**config.mk**
```make
export PLATFORM = sky130hd
export DESIGN_NAME = cmp_qualifier
export DESIGN_NICKNAME = d
export VERILOG_FILES = /design/src/rtl/cmp_pkg.sv /design/src/rtl/sat_counter.sv /design/src/rtl/cmp_qualifier.sv
export SDC_FILE = /design/constraint.sdc
export NUM_CORES = 1
export LEC_CHECK = 0
export CAP_MARGIN = 15
export CORE_MARGIN = 5
export CORE_UTILIZATION = 54
export DETAILED_ROUTE_END_ITERATION = 7
export PLACE_DENSITY = 0.92
export SYNTH_ARGS = -nofsm -noshare
export SYNTH_HDL_FRONTEND = slang
export SYNTH_SLANG_ARGS = --single-unit
```
**constraint.sdc**
```tcl
create_clock -name clk -period 3.4 [get_ports clk]
set_clock_uncertainty 0.2 [all_clocks]
set_input_delay 0.51 -clock clk [delete_from_list [all_inputs] [get_ports clk]]
set_output_delay 0.51 -clock clk [all_outputs]
set_load 0.02 [all_outputs]
```
**src/rtl/cmp_pkg.sv**
```systemverilog
// Shared relation codes, FSM state encoding and flag decoding for the
// comparator qualifier.
package cmp_pkg;

    typedef enum logic [1:0] {
        REL_EQ   = 2'd0,
        REL_GT   = 2'd1,
        REL_LT   = 2'd2,
        REL_NONE = 2'd3
    } rel_e;

    typedef enum logic [1:0] {
        UNKNOWN = 2'd0,
        STABLE  = 2'd1,
        PENDING = 2'd2
    } state_e;

    localparam int STREAK_W = 4;

    // Anything other than exactly one flag set decodes to REL_NONE.
    function automatic rel_e flags_to_rel(input logic eq, input logic gt, input logic lt);
        rel_e rel;
        case ({eq, gt, lt})
            3'b100:  rel = REL_EQ;
            3'b010:  rel = REL_GT;
            3'b001:  rel = REL_LT;
            default: rel = REL_NONE;
        endcase
        return rel;
    endfunction

endpackage

```
**src/rtl/sat_counter.sv**
```systemverilog
// Saturating up-counter with a synchronous clear that takes priority over
// the increment.
module sat_counter #(
    parameter int W = 8
) (
    input  logic         clk,
    input  logic         rst_n,
    input  logic         inc,
    input  logic         clr,
    output logic [W-1:0] count
);

    localparam logic [W-1:0] MAX = '1;

    logic [W-1:0] r_count;

    // NOTE: registered state is written only with non-blocking assignments.
    always_ff @(posedge clk or negedge rst_n) begin
        if (!rst_n) begin
            r_count <= '0;
        end else if (clr) begin
            r_count <= '0;
        end else if (inc && (r_count != MAX)) begin
            r_count <= r_count + W'(1);
        end
    end

    assign count = r_count;

endmodule

```
**src/rtl/cmp_qualifier.sv**
```systemverilog
// Debounces one-hot comparator flags into a qualified relation, flags glitches
// and illegal samples, and counts legal samples per relation.
module cmp_qualifier #(
    parameter int DEBOUNCE = 4,
    parameter int CNT_W    = 8
) (
    input  logic             clk,
    input  logic             rst_n,
    input  logic             in_valid,
    input  logic             eq,
    input  logic             gt,
    input  logic             lt,
    input  logic             clr,
    output logic [1:0]       qual_rel,
    output logic             qual_valid,
    output logic             change,
    output logic             glitch,
    output logic             err,
    output logic [CNT_W-1:0] eq_cnt,
    output logic [CNT_W-1:0] gt_cnt,
    output logic [CNT_W-1:0] lt_cnt
);

    import cmp_pkg::*;

    localparam logic [STREAK_W-1:0] DEB = STREAK_W'(DEBOUNCE);

    state_e              r_state,      w_state_nxt;
    rel_e                r_cand,       w_cand_nxt;
    logic [STREAK_W-1:0] r_streak,     w_streak_nxt;
    rel_e                r_qual_rel,   w_qual_rel_nxt;
    logic                r_qual_valid, w_qual_valid_nxt;
    logic                r_change,     w_change_nxt;
    logic                r_glitch,     w_glitch_nxt;
    logic                r_err,        w_err_nxt;

    rel_e                w_rel;
    logic                w_legal;
    logic                w_illegal;
    logic [STREAK_W-1:0] w_streak_inc;

    assign w_rel        = flags_to_rel(eq, gt, lt);
    assign w_legal      = in_valid && (w_rel != REL_NONE);
    assign w_illegal    = in_valid && (w_rel == REL_NONE);
    assign w_streak_inc = r_streak + STREAK_W'(1);

    // NOTE: every combinational output gets a default first so no latch is inferred.
    always_comb begin
        w_state_nxt      = r_state;
        w_cand_nxt       = r_cand;
        w_streak_nxt     = r_streak;
        w_qual_rel_nxt   = r_qual_rel;
        w_qual_valid_nxt = r_qual_valid;
        w_change_nxt     = 1'b0;
        w_glitch_nxt     = 1'b0;
        w_err_nxt        = 1'b0;

        if (w_illegal) begin
            w_err_nxt = 1'b1;
            if (r_state == PENDING) begin
                w_state_nxt = STABLE;
            end else if (r_state == UNKNOWN) begin
                w_streak_nxt = '0;
            end
        end else if (w_legal) begin
            case (r_state)
                UNKNOWN: begin
                    if ((w_rel == r_cand) && (r_streak != '0)) begin
                        w_streak_nxt = w_streak_inc;
                    end else begin
                        w_cand_nxt   = w_rel;
                        w_streak_nxt = STREAK_W'(1);
                    end
                    if (w_streak_nxt == DEB) begin
                        w_qual_rel_nxt   = w_cand_nxt;
                        w_qual_valid_nxt = 1'b1;
                        w_change_nxt     = 1'b1;
                        w_streak_nxt     = '0;
                        w_state_nxt      = STABLE;
                    end
                end
                STABLE: begin
                    if (w_rel != r_qual_rel) begin
                        // A single-sample debounce qualifies without visiting PENDING.
                        if (DEBOUNCE == 1) begin
                            w_qual_rel_nxt = w_rel;
                            w_change_nxt   = 1'b1;
                        end else begin
                            w_cand_nxt   = w_rel;
                            w_streak_nxt = STREAK_W'(1);
                            w_state_nxt  = PENDING;
                        end
                    end
                end
                PENDING: begin
                    if (w_rel == r_cand) begin
                        w_streak_nxt = w_streak_inc;
                        if (w_streak_inc == DEB) begin
                            w_qual_rel_nxt = r_cand;
                            w_change_nxt   = 1'b1;
                            w_streak_nxt   = '0;
                            w_state_nxt    = STABLE;
                        end
                    end else if (w_rel == r_qual_rel) begin
                        w_glitch_nxt = 1'b1;
                        w_state_nxt  = STABLE;
                    end else begin
                        w_glitch_nxt = 1'b1;
                        w_cand_nxt   = w_rel;
                        w_streak_nxt = STREAK_W'(1);
                    end
                end
                default: begin
                    w_state_nxt = UNKNOWN;
                end
            endcase
        end
    end

    always_ff @(posedge clk or negedge rst_n) begin
        if (!rst_n) begin
            r_state      <= UNKNOWN;
            r_cand       <= REL_EQ;
            r_streak     <= '0;
            r_qual_rel   <= REL_NONE;
            r_qual_valid <= 1'b0;
            r_change     <= 1'b0;
            r_glitch     <= 1'b0;
            r_err        <= 1'b0;
        end else begin
            r_state      <= w_state_nxt;
            r_cand       <= w_cand_nxt;
            r_streak     <= w_streak_nxt;
            r_qual_rel   <= w_qual_rel_nxt;
            r_qual_valid <= w_qual_valid_nxt;
            r_change     <= w_change_nxt;
            r_glitch     <= w_glitch_nxt;
            r_err        <= w_err_nxt;
        end
    end

    sat_counter #(.W(CNT_W)) u_eq_cnt (
        .clk   (clk),
        .rst_n (rst_n),
        .inc   (w_legal && (w_rel == REL_EQ)),
        .clr   (clr),
        .count (eq_cnt)
    );

    sat_counter #(.W(CNT_W)) u_gt_cnt (
        .clk   (clk),
        .rst_n (rst_n),
        .inc   (w_legal && (w_rel == REL_GT)),
        .clr   (clr),
        .count (gt_cnt)
    );

    sat_counter #(.W(CNT_W)) u_lt_cnt (
        .clk   (clk),
        .rst_n (rst_n),
        .inc   (w_legal && (w_rel == REL_LT)),
        .clr   (clr),
        .count (lt_cnt)
    );

    assign qual_rel   = r_qual_rel;
    assign qual_valid = r_qual_valid;
    assign change     = r_change;
    assign glitch     = r_glitch;
    assign err        = r_err;

endmodule
```
==> results.cfg <==
[cts]
max-clock-path-buffers = 2
clkSinkCount = 38
cts_buffers = 5
htreeDepth = 2
cts_setup_buffers = 0
holdBufCountCts = 0
cts.clk_slew.worst_paths_ps = 80
cts_resized = 0
cts_root_buffer = clkbuf_8
clkLatencyLatePin_ps = 290
cts_tree = yes

[critical_path]
crit_chain = clkdlybuf4s50_1, or4b_1, a31oi_1, a311oi_2, buf_4, nor2_1, nand2_1, a21oi_1, mux2_2
r2r_cells = 7
timing.rr.start = r_streak[0]
startpoint_type = input port
crit_arrival_ps = 3050
worstSetupPathType = input port to flip-flop
r2r_slack_ps = 660
reg2reg_to = qual_rel[0]
cpMaxStageDelayCell = or4b_1
crit_path_max_incr_delay_ps = 600
worstPathRequired_ps = 3420
cp_max_fo = 10
cp-end-kind = flip-flop

[die]
dieArea_um2 = 5760
core_area_um2 = 4290
die_x_um = 75.9
placementRows = 24
start_util_pct = 54.6
io-pin-count = 37
dieHeight_um = 75.9

[detailed_routing]
routed_wl_um = 5180
first_iter_violations = 122
remaining_drc_errors = 0
ant_nets = 0
wl_per_cell_um = 15.2
vias_per_cell = 5.81
vias = 1987
firstDrtPassIters = 4

[final_layout]
areaGrowthSynthToFinish_pct = 21.7
nets = 306
drive_above_1_share_pct = 10.3
stdcell_count = 342
n_antenna_cell = 0
fillers = 325
final_area_um2 = 2850

[power]
ir_drop_mv = 0.272
power.density_nw_per_um2 = 491
p_leak_nw = 1.19
power.total_mw = 1.40

[timing]
setup_tns_ps = 0
min_period_ps = 3030
min_period_over_period_pct = 89.2
rsz0062_at_grt = false
setup_viol = 0
relSlewSlack_pct = 43.4
fmax_mhz = 330
worst_pin_slew_ps = 846
hold_viol = 0
slew_viol_final = 0
setup_ws_ps = 368

[yosys]
ys_top_cells_by_area = dfrtp_1 38%, ha_1 5.3%, xor2_1 5.2%
synth_cells = 247
yosysTopAreaCellShare_pct = 38.4
ys.flop_type = dfrtp_1
synth_most_common_cell = dfrtp_1
ys_types = 50
netlist_area_um2 = 2340
synth_common_cells = 36 x dfrtp_1, 29 x nor2_1, 22 x nand2_1
yosys.area.top_type = dfrtp_1
synthArstFlopShare_pct = 100
ys_seq_elements = 38
yosys_warnings = 0
synth_edf_count = 0
yosysSeqAreaShare_pct = 40.7
syn_nets = 264
syn_avg_cell_area_um2 = 9.49

[global_route]
grt_start_max_net_pins = 39
grt_antenna_before_repair = 0
track_usage_pct = 18.8
gr-total-overflow = 0
grt_pass1_vias = 1909
grt_pass1_wl_um = 8340

[run]
drv_cap = 0

[placement]
pre_cts_ws_ps = 88.5
numPortBuffers = 36
hpwlAfterDp_um = 3860
place_area_um2 = 2760
routabilityCongestion = 0.857
dp.cells = 334

[worst_hold_path]
hold_class = input port to asynchronous set/reset pin

[run_status]
run_status = finished clean
through the flow:
| stage | hold slack [ps] | util (%) |
|---|---|---|
| after floorplan | 14.4 | - |
| after global placement | 263 | 64.3 |
| after detailed placement | 268 | 64.3 |
| after CTS | 153 | 66.4 |
| after global routing | 203 | 66.4 |
| final | 122 | 66.4 |
worst max-delay path, delay by kind of cell:
kind	cells	cell delay [ps]
AND/OR/NAND/NOR	3	790
buffers and inverters	2	800
AO/OA/AOI/OAI	3	590
multiplexers	1	360
power by group:
group          internal (mW)  total, mW  switching [mW]
clock                  0.164      0.319           0.155
sequential             0.512      0.590          0.0783
combinational          0.215      0.493           0.278
total                  0.890       1.40           0.512
final cells by class:
cell class | instances | area, µm² | share of cell area (%)
Clock buffer | 7 | 86.3 | 3.03
Inverter | 12 | 45.0 | 1.58
Multi-Input combinational cell | 189 | 1290 | 45.2
Clock inverter | 1 | 5.00 | 0.175
Timing Repair Buffer | 43 | 408 | 14.3
Tap cell | 52 | 65.1 | 2.28
Sequential cell | 38 | 953 | 33.4
state kept, by name, indices dropped and copies added (netlist names), named ones only:
signal / cells
qual_valid: 1
glitch: 1
u_gt_cnt.count: 8
r_streak: 4
u_eq_cnt.count: 8
u_lt_cnt.count: 8
qual_rel: 2
change: 1
err: 1
r_cand: 1
r_state: 2
worst max-delay path by stage:
| stage | from | to | slack, ps |
|---|---|---|---|
| 2_1_floorplan | lt | qual_rel[0] | 850 |
| 6_report | lt | qual_rel[0] | 370 |
| 3_3_place_gp | eq | qual_rel[0] | 190 |
| 4_1_cts | lt | qual_rel[1] | 390 |
| 5_1_grt | eq | r_streak[1] | 220 |
| 3_5_place_dp | lt | qual_rel[1] | 90 |
kinds of logic after synthesis:
kind of cell | Yosys count | share of synthesized area [%]
AO/OA/AOI/OAI | 43 | 12.6
XOR/XNOR | 22 | 8.22
adder cells (fa/ha/maj) | 11 | 5.82
buffers and inverters | 20 | 4.32
flip-flops | 38 | 40.7
multiplexers | 11 | 5.07
AND/OR/NAND/NOR | 102 | 23.3
routing by layer:
metal	GRT usage, %	vias up	wire, µm
met2	32.3	60	2680
li1	-	952	-
met1	22.6	968	2180
met5	0	-	0
met4	8.35	0	72
met3	3.96	7	245
cell usage in the layout, fill, tap and decap left out, types with 3 or more instances in the layout:
cell type,synthesis,layout
dfrtp_1,36,36
clkdlybuf4s50_1,0,35
nor2_1,29,29
nand2_1,22,22
xor2_1,14,14
inv_1,12,12
o21ai_0,11,11
a21oi_1,10,10
ha_1,10,10
xnor2_1,8,8
or3_1,8,8
nand3_1,7,7
mux2_2,7,7
buf_4,1,7
nand4_1,6,6
clkbuf_8,0,6
nor2b_1,5,5
nor3_1,5,5
a31oi_1,4,4
mux2i_1,4,4
nor3b_1,3,3
a21o_1,3,3
and3_1,3,3
No activity file was read; power rests on OpenSTA's default activity.
